## config.mk

```make
export PLATFORM = sky130hd
export DESIGN_NAME = sobel_edge_detector
export DESIGN_NICKNAME = d
export VERILOG_FILES = /design/src/rtl/image_pkg.sv /design/src/rtl/sobel_magnitude.sv /design/src/rtl/sobel_edge_detector.sv
export SDC_FILE = /design/constraint.sdc
export NUM_CORES = 1
export LEC_CHECK = 0
export CORE_ASPECT_RATIO = 0.8
export CORE_UTILIZATION = 63
export CTS_CLUSTER_DIAMETER = 80
export DETAILED_ROUTE_END_ITERATION = 7
export GPL_ROUTABILITY_DRIVEN = 0
export GPL_TIMING_DRIVEN = 1
export PLACE_DENSITY = 0.9
export SETUP_SLACK_MARGIN = 0.15
export SYNTH_ARGS = -nofsm -noshare
export SYNTH_HDL_FRONTEND = slang
export SYNTH_SLANG_ARGS = --single-unit
```

## constraint.sdc

```tcl
create_clock -name clk -period 16.04 [get_ports clk]
set_clock_uncertainty 0.2 [all_clocks]
set_input_delay 1.604 -clock clk [delete_from_list [all_inputs] [get_ports clk]]
set_output_delay 1.604 -clock clk [all_outputs]
set_load 0.03 [all_outputs]
```

## src/rtl/image_pkg.sv

```systemverilog
// image_pkg: frame-memory word/address layout shared by the blur, Sobel and downstream stages.
package image_pkg;
  localparam int ADDR_W = 19;
  localparam int DATA_W = 36;
  localparam int Y_MSB = 29;
  localparam int Y_LSB = 20;
  localparam int ROW_W = 9;
  localparam int COL_W = 10;
  localparam int PIX_W = 10;
  localparam int MAG_W = 13;
  localparam logic [PIX_W-1:0] CHROMA_NEUTRAL = 10'd512;
  typedef enum logic {IDLE, RUN} run_state_e;
  function automatic logic [ADDR_W-1:0] pack_addr(input logic [ROW_W-1:0] row, input logic [COL_W-1:0] col);
    return {row, col};
  endfunction
  function automatic logic [DATA_W-1:0] pack_gray(input logic [PIX_W-1:0] y);
    return {6'b0, y, CHROMA_NEUTRAL, CHROMA_NEUTRAL};
  endfunction
endpackage

```

## src/rtl/sobel_magnitude.sv

```systemverilog
// sobel_magnitude: combinational 3x3 Sobel |Gx|+|Gy| and its 10-bit luma mapping.
// SOBEL_THRESHOLD_EN selects a binary edge map at THRESHOLD instead of the scaled magnitude.
module sobel_magnitude
  import image_pkg::*;
#(
  parameter int THRESHOLD = 300
) (
  input  logic [PIX_W-1:0] t0,
  input  logic [PIX_W-1:0] t1,
  input  logic [PIX_W-1:0] t2,
  input  logic [PIX_W-1:0] m0,
  input  logic [PIX_W-1:0] m1,
  input  logic [PIX_W-1:0] m2,
  input  logic [PIX_W-1:0] b0,
  input  logic [PIX_W-1:0] b1,
  input  logic [PIX_W-1:0] b2,
  output logic [MAG_W-1:0] mag,
  output logic [PIX_W-1:0] edge_y
);
  logic [11:0] right, left, bottom, top;
  logic signed [MAG_W-1:0] gx, gy;
  logic [MAG_W-1:0] ax, ay;
  always_comb begin
    right  = 12'(t2) + 12'({m2, 1'b0}) + 12'(b2);
    left   = 12'(t0) + 12'({m0, 1'b0}) + 12'(b0);
    bottom = 12'(b0) + 12'({b1, 1'b0}) + 12'(b2);
    top    = 12'(t0) + 12'({t1, 1'b0}) + 12'(t2);
    gx = $signed({1'b0, right}) - $signed({1'b0, left});
    gy = $signed({1'b0, bottom}) - $signed({1'b0, top});
    ax = gx[MAG_W-1] ? $unsigned(-gx) : $unsigned(gx);
    ay = gy[MAG_W-1] ? $unsigned(-gy) : $unsigned(gy);
    mag = ax + ay;
`ifdef SOBEL_THRESHOLD_EN
    edge_y = (mag >= MAG_W'(THRESHOLD)) ? 10'd1023 : 10'd0;
`else
    edge_y = mag[MAG_W-1] ? 10'd1023 : mag[11:2];
`endif
  end
`ifndef SOBEL_THRESHOLD_EN
  logic unused_threshold;
  assign unused_threshold = (THRESHOLD != 0);
`endif
endmodule

```

## src/rtl/sobel_edge_detector.sv

```systemverilog
// sobel_edge_detector: streams a blurred frame through a 3x3 Sobel window, writes edge luma back.
// Optional binarisation with SOBEL_THRESHOLD_EN.
module sobel_edge_detector
  import image_pkg::*;
#(
  parameter int WIDTH = 640,
  parameter int HEIGHT = 480,
  parameter int THRESHOLD = 300
) (
  input  logic              clk,
  input  logic              reset,
  input  logic              start,
  output logic              done,
  output logic [ADDR_W-1:0] read_addr,
  input  logic [DATA_W-1:0] read_data,
  output logic [ADDR_W-1:0] write_addr,
  output logic [DATA_W-1:0] write_data,
  output logic              write_en
);
  localparam logic [COL_W-1:0] LAST_CX = COL_W'(WIDTH);
  localparam logic [ROW_W-1:0] LAST_Y = ROW_W'(HEIGHT - 1);
  run_state_e state, next_state;
  logic [2:0] phase;
  logic [COL_W-1:0] cx;
  logic [ROW_W-1:0] y, read_row;
  logic [2:0][PIX_W-1:0] win_t, win_m, win_b;
  logic [PIX_W-1:0] new_t, new_m, new_b, sample, edge_y;
  logic [MAG_W-1:0] unused_mag;
  logic last_slot, pad_col, border, unused_rd;
  assign sample = read_data[Y_MSB:Y_LSB];
  assign unused_rd = ^{read_data[DATA_W-1:Y_MSB+1], read_data[Y_LSB-1:0]};
  assign pad_col = (cx == LAST_CX);
  assign last_slot = (phase == 3'd7) && pad_col && (y == LAST_Y);
  // The written pixel sits at x = cx-1, so the x borders are cx==1 and cx==WIDTH.
  assign border = (cx == 10'd1) || pad_col || (y == '0) || (y == LAST_Y);
  sobel_magnitude #(.THRESHOLD(THRESHOLD)) u_mag (
    .t0(win_t[0]), .t1(win_t[1]), .t2(win_t[2]),
    .m0(win_m[0]), .m1(win_m[1]), .m2(win_m[2]),
    .b0(win_b[0]), .b1(win_b[1]), .b2(win_b[2]),
    .mag(unused_mag),
    .edge_y(edge_y)
  );
  always_ff @(posedge clk or posedge reset) begin
    if (reset) state <= IDLE;
    else state <= next_state;
  end
  always_comb begin
    next_state = state;
    if (start) next_state = RUN;
    else if (state == RUN && last_slot) next_state = IDLE;
  end
  always_comb begin
    read_row = (phase == 3'd0) ? y - 9'd1 : (phase == 3'd1) ? y : y + 9'd1;
    read_addr = (state == RUN && phase <= 3'd2) ? pack_addr(read_row, cx) : '0;
  end
  always_ff @(posedge clk or posedge reset) begin
    if (reset) begin
      phase <= '0;
      cx <= '0;
      y <= '0;
      win_t <= '0;
      win_m <= '0;
      win_b <= '0;
      new_t <= '0;
      new_m <= '0;
      new_b <= '0;
      done <= 1'b0;
      write_en <= 1'b0;
      write_addr <= '0;
      write_data <= '0;
    end else begin
      done <= (state == RUN) && (next_state == IDLE);
      write_en <= 1'b0;
      if (start) begin
        phase <= '0;
        cx <= '0;
        y <= '0;
        win_t <= '0;
        win_m <= '0;
        win_b <= '0;
      end else if (state == RUN) begin
        phase <= phase + 3'd1;
        if (phase == 3'd7) begin
          cx <= pad_col ? '0 : cx + 10'd1;
          if (pad_col) y <= y + 9'd1;
        end
        // Out-of-frame rows and the padding column read as black.
        if (phase == 3'd2) new_t <= (y == '0 || pad_col) ? '0 : sample;
        if (phase == 3'd3) new_m <= pad_col ? '0 : sample;
        if (phase == 3'd4) new_b <= (y == LAST_Y || pad_col) ? '0 : sample;
        if (phase == 3'd5) begin
          win_t <= {new_t, win_t[2], (cx == '0) ? PIX_W'(0) : win_t[1]};
          win_m <= {new_m, win_m[2], (cx == '0) ? PIX_W'(0) : win_m[1]};
          win_b <= {new_b, win_b[2], (cx == '0) ? PIX_W'(0) : win_b[1]};
        end
        if (phase == 3'd6 && cx != '0) begin
          write_en <= 1'b1;
          write_addr <= pack_addr(y, cx - 10'd1);
          write_data <= pack_gray(border ? PIX_W'(0) : edge_y);
        end
      end
    end
  end
endmodule

```

# After elaboration in Yosys (flattened, before gate mapping)
# Index checks and enable logic that the tools add are counted.
# classes
add_sub_neg	18
magnitude_cmp	1
n_eq_ne	10
n_mux	37
n_bitwise	2
n_reduce_logical	26
# ops
operator	n
30-bit 2-to-1 mux	9
10-bit 2-to-1 mux	12
9-bit 2-to-1 mux	6
10-bit by 11-bit adder with 12-bit output	4
12-bit by 10-bit adder with 12-bit output	4
13-bit 2-to-1 mux	2
13-bit negator	2
12-bit by 12-bit subtractor with 13-bit output	2
19-bit 2-to-1 mux	1
3-bit AND reduction	5
13-bit adder	1
3-bit equality test (second input constant)	4
10-bit by 1-bit adder with 10-bit output (second input constant)	1
10-bit by 1-bit equality test with 1-bit output (second input constant)	1
10-bit equality test (second input constant)	1
10-bit logical NOT	1
10-bit nonzero test	1
10-bit by 1-bit subtractor with 10-bit output (second input constant)	1
9-bit by 1-bit adder with 9-bit output (second input constant)	1
9-bit equality test (second input constant)	1
9-bit logical NOT	1
9-bit by 1-bit subtractor with 9-bit output (second input constant)	1
2-bit nonzero test	4
3-bit by 2-bit equality test with 1-bit output (second input constant)	2
10 further kinds	26
# word_totals
ff_bits	176
inputBits	39
wordCells	114

# Logic depth before layout (Yosys ltp)
# depth
word_depth	8
ltp_mapped	25
ltp_nobuf	25

# Hierarchy
# From an unflattened synthesis, not the netlist that was laid out.
# hier_totals
hier_cells	1328
hier_area_um2	12155.4
# by_module_without_submodules
module	n_inst	cells_each	area_each_um2	seq_area_each_um2
sobel_edge_detector	1	799	7847.5	4379.2
sobel_magnitude	1	529	4307.9	0.0

# Worst setup path after synthesis
# No wires, ideal clock.
# synth_path
path_type	register to register
startpoint	register win_t[22] (netlist bit)
endpoint	register write_data[29]
t_arrival_ns	6.021
slack_ns	9.692
path_stages_with_launch	24
path_buffers	1
period_less_slack_ns	6.348
path_cell_list	dfrtp_1 -> inv_1 -> fa_1 -> fa_1 -> inv_1 -> fa_1 -> inv_1 -> ha_1 -> a211oi_1 -> o211ai_1 -> a31o_2 -> a21oi_1 -> o21ai_0 -> clkbuf_1 -> mux2_2 -> ha_1 -> a31oi_1 -> o21bai_1 -> a2111oi_2 -> o31ai_1 -> a21oi_1 -> o21bai_1 -> xnor3_2 -> o21ai_1
# synth_between
elab_chain_cells	8
word_cells_on_any_way	12
# synth_lines
item	line_no	text
start, declared	sobel_edge_detector.sv:26	logic [2:0][PIX_W-1:0] win_t, win_m, win_b;
start signal, assigned	sobel_edge_detector.sv:92	win_t <= {new_t, win_t[2], (cx == '0) ? PIX_W'(0) : win_t[1]};
10-bit by 11-bit adder with 12-bit output	sobel_magnitude.sv:24	right = 12'(t2) + 12'({m2, 1'b0}) + 12'(b2);
12-bit by 10-bit adder with 12-bit output	sobel_magnitude.sv:24	
12-bit by 12-bit subtractor with 13-bit output	sobel_magnitude.sv:28	gx = $signed({1'b0, right}) - $signed({1'b0, left});
13-bit negator	sobel_magnitude.sv:30	ax = gx[MAG_W-1] ? $unsigned(-gx) : $unsigned(gx);
13-bit 2-to-1 mux	sobel_magnitude.sv:30	
13-bit adder (*)	sobel_magnitude.sv:32	mag = ax + ay;
10-bit 2-to-1 mux (*)	sobel_magnitude.sv:36	edge_y = mag[MAG_W-1] ? 10'd1023 : mag[11:2];
10-bit 2-to-1 mux (*)	sobel_edge_detector.sv:99	write_data <= pack_gray(border ? PIX_W'(0) : edge_y);
end signal, assigned	sobel_edge_detector.sv:99	
end, declared	sobel_edge_detector.sv:17	output logic [DATA_W-1:0] write_data,
# Mark *: on every way between the ends. The rest lies on a longest branch, timed or not.
# A chain may end at the register's enable or synchronous reset.

# Final worst setup path
# layout_path
startpoint	register win_t[22] (netlist bit)
endpoint	register write_data[21]
# Same word-level chain as after synthesis.

==> impl_metrics.py <==
metrics = {
    "routing": {
        "drc": 0,
        "drtPass1Iterations": 6,
        "wire_per_inst_um": 18.0,
        "via_per_inst": 5.94,
        "postRouteAntennaNets": 0,
        "vias": 8975,
        "drt_wl_total_um": 27200,
        "drt_iter0_markers": 886,
    },
    "floorplanning": {
        "io_pins": 115,
        "rows": 43,
        "coreArea_um2": 17600,
        "die_h_um": 123,
        "die_w_um": 153,
        "dieArea_um2": 18900,
        "start_util_pct": 65.4,
    },
    "place": {
        "dp_cells": 1478,
        "post_dp_cell_area_um2": 12200,
        "dp_slack_ns": 9.17,
        "placement.io_buffers": 64,
        "dp_hpwl_um": 18900,
    },
    "timing": {
        "rsz0062_at_grt": "false",
        "maxSlewViolCount": 0,
        "final.setup.tns_ns": 0,
        "min_period_over_period_pct": 43.9,
        "min_period_ns": 7.04,
        "worst_slew_pin_slew_ns": 1.21,
        "setup_slack_ns": 9.00,
        "hold_viol": 0,
        "max_freq_ghz": 0.142,
        "slew_headroom_pct": 18.6,
        "setup_viol": 0,
    },
    "critical_path": {
        "startpoint_type": "flip-flop",
        "cp_cell_sequence": "inv_1 -> fa_1 -> fa_1 -> inv_1 -> fa_1 -> inv_1 -> ha_1 -> a211oi_1 -> o211ai_1 -> a31o_2 -> a21oi_1 -> o21ai_0 -> buf_4 -> mux2_2 -> ha_1 -> a31oi_1 -> o21bai_1 -> a2111oi_2 -> o31ai_1 -> a21oi_1 -> o21bai_1 -> xnor3_2 -> o21ai_1",
        "cp_slowest_stage_delay_ns": 0.56,
        "crit_family": "compound AO/OA/AOI/OAI gates",
        "crit_path_top_delay_cell": "fa_1",
        "path_class": "flip-flop to flip-flop",
        "path_max_fanout": 12,
        "required_ns": 16.16,
        "crit_buf_inv": 4,
        "end_kind": "flip-flop",
        "cp.arrival_ns": 7.16,
    },
    "synth": {
        "synth_top_family_by_area": "adder cells",
        "synthAdderAreaFrac_pct": 19.3,
        "synth-edff-count": 0,
        "netlist_area_um2": 11500,
        "async_flop_share_pct": 100,
        "synth_cells": 1242,
        "synthMuxAreaShare_pct": 0.282,
        "ys_top_cells_by_area": "dfrtp_1 38%, fa_1 14%, nand2_1 7.0%",
        "yosys_warnings": 0,
        "synth_top_area_share_pct": 38.0,
        "ys_seq_area_share_pct": 38.0,
        "synth_cell_type_count": 58,
        "synth_most_common_cell": "nand2_1",
        "synth_compound_area_share_pct": 14.0,
        "synthSimpleGateAreaFrac_pct": 14.2,
        "synth-seq-cells": 175,
        "synth_ff_type": "dfrtp_1",
        "synthTopCellsByCount": "215 x nand2_1, 175 x dfrtp_1, 144 x inv_1",
        "synth_xor_area_share_pct": 5.90,
        "syn_area_per_cell_um2": 9.29,
        "synth_largest_area_cell": "dfrtp_1",
    },
    "clock_tree": {
        "cts_tree": "done",
        "clock-sinks": 175,
        "cts_hold_buffers": 0,
        "cts_buffer_depth": 2,
        "insertion_delay_ns": 0.44,
        "cts_resized": 0,
        "cts_buffers": 17,
        "path_clk_slew_ns": 0.07,
        "post-cts-setup-buffer-count": 0,
        "root_buffer": "clkbuf_16",
        "htree_levels": 4,
    },
    "finish": {
        "insertedDiodeCount": 0,
        "layout-drive-gt1-share_pct": 4.51,
        "area_growth_syn_to_layout_pct": 11.0,
        "final_cell_count_no_fill": 1510,
        "design_area_um2": 12800,
        "nNetsFinal": 1442,
    },
    "power_and_ir_drop": {
        "p_leak_nw": 5.76,
        "peakVddDrop_mv": 0.0939,
        "comb_power_share_pct": 26.1,
        "power.switching_mw": 0.402,
        "p_per_area_nw_per_um2": 97.1,
        "power.share.clock_pct": 34.5,
        "p_total_mw": 1.24,
        "power.internal_mw": 0.842,
        "pwr-share-seq_pct": 39.3,
        "p_sw_share_pct": 32.3,
    },
    "min_path": {
        "min_path_type": "flip-flop to flip-flop",
    },
    "grt": {
        "first_global_vias": 9103,
        "grt_max_degree": 99,
        "grt_util_all_layers_pct": 30.7,
        "grt_overflow": 0,
        "antenna_found_initial": 0,
        "grt_first_pass_wirelength_um": 44800,
    },
    "job": {
        "cap_violations": 0,
    },
    "run_status": {
        "status": "finished clean",
    },
}
sequential cells by signal, summed over array words and instances (netlist names):
register and count:
win_m 30, win_t 30, done 1, cx 10, state 1, write_en 1
write_addr 19, phase 3, write_data 11, new_m 10, new_t 10, win_b 30
y 9, new_b 10
layer usage:
layer | track usage (%) | part of all wire, % | up-vias
met5 | 0 | 0 | -
met4 | 11.4 | 2.3 | 0
met3 | 7.05 | 8.5 | 58
met2 | 49.3 | 47 | 436
met1 | 41.4 | 42 | 4436
li1 | - | - | 4045
cell type report:
cell class | instances | area, µm²
well taps | 225 | 282
multi-input cells | 860 | 6300
repair buffers | 72 | 696
clock inverters | 11 | 154
flip-flops and latches | 175 | 4380
inverters | 146 | 553
clock buffers | 21 | 450
fillers | 1175 | 4840
worst min-delay path: stages (launching register included):
cell,delay (ns)
dfrtp_1,0.34
nand2_1,0.05
o21ai_0,0.06
placed cells by master (no fill, tap or decap), types with 3 or more instances in the layout:
cell,n
dfrtp_1,175
inv_1,143
a22oi_1,11
o22ai_1,3
xnor2_1,46
o21ai_0,47
fa_1,78
nor3b_1,4
inv_6,3
o21a_1,4
nand3_1,19
nor3_1,16
clkbuf_16,17
nor2_1,55
o21bai_1,4
clkbuf_1,3
nor2b_1,4
nand2_1,215
a21o_1,10
a211oi_1,4
and3_1,12
clkdlybuf4s50_1,63
a21o_2,3
conb_1,24
nand2b_1,10
ha_1,53
xor2_1,29
a31oi_1,6
and2_1,11
a22o_1,40
or3_1,6
o31ai_1,4
a21oi_1,89
nand4_1,6
buf_4,8
o21ai_1,11
path summary, 6_finish.rpt:
kind                                start              to  slack (ns)  cells past startpoint
worst min-delay path             new_t[6]        new_t[6]        0.28                      2
min in group asynchronous           reset        new_b[6]        1.51                      2
max in group asynchronous           reset           cx[8]       12.60                      3
worst min register to register   new_t[6]        new_t[6]        0.28                      2
worst max register to register  win_t[22]  write_data[21]        9.00                     23
worst max-delay path            win_t[22]  write_data[21]        9.00                     23
kinds of logic after synthesis:
kind of cell | after synthesis
AOI/OAI and AO/OA | 254
xor gates and xnor gates | 76
adders and majority gates | 131
muxes | 3
buffers and inverters | 230
other | 1
DFF | 175
and+or+nand+nor | 372
stage by stage:
stage / util, % / hold slack (ns)
after floorplan: - / 0.250
after global routing: 72.6 / 0.318
after global placement: 69.2 / 0.259
final: 72.6 / 0.283
after CTS: 72.6 / 0.283
after detailed placement: 69.2 / 0.266
power groups by stage:
stage	sequential [mW]	combinational [mW]	clock (mW)
after floorplan	0.505	0.235	0
after global placement	0.495	0.310	0
after detailed placement	0.497	0.320	0
after CTS	0.488	0.324	0.431
after global routing	0.492	0.354	0.448
final	0.489	0.325	0.430
Power figures use the tool's default switching activity.
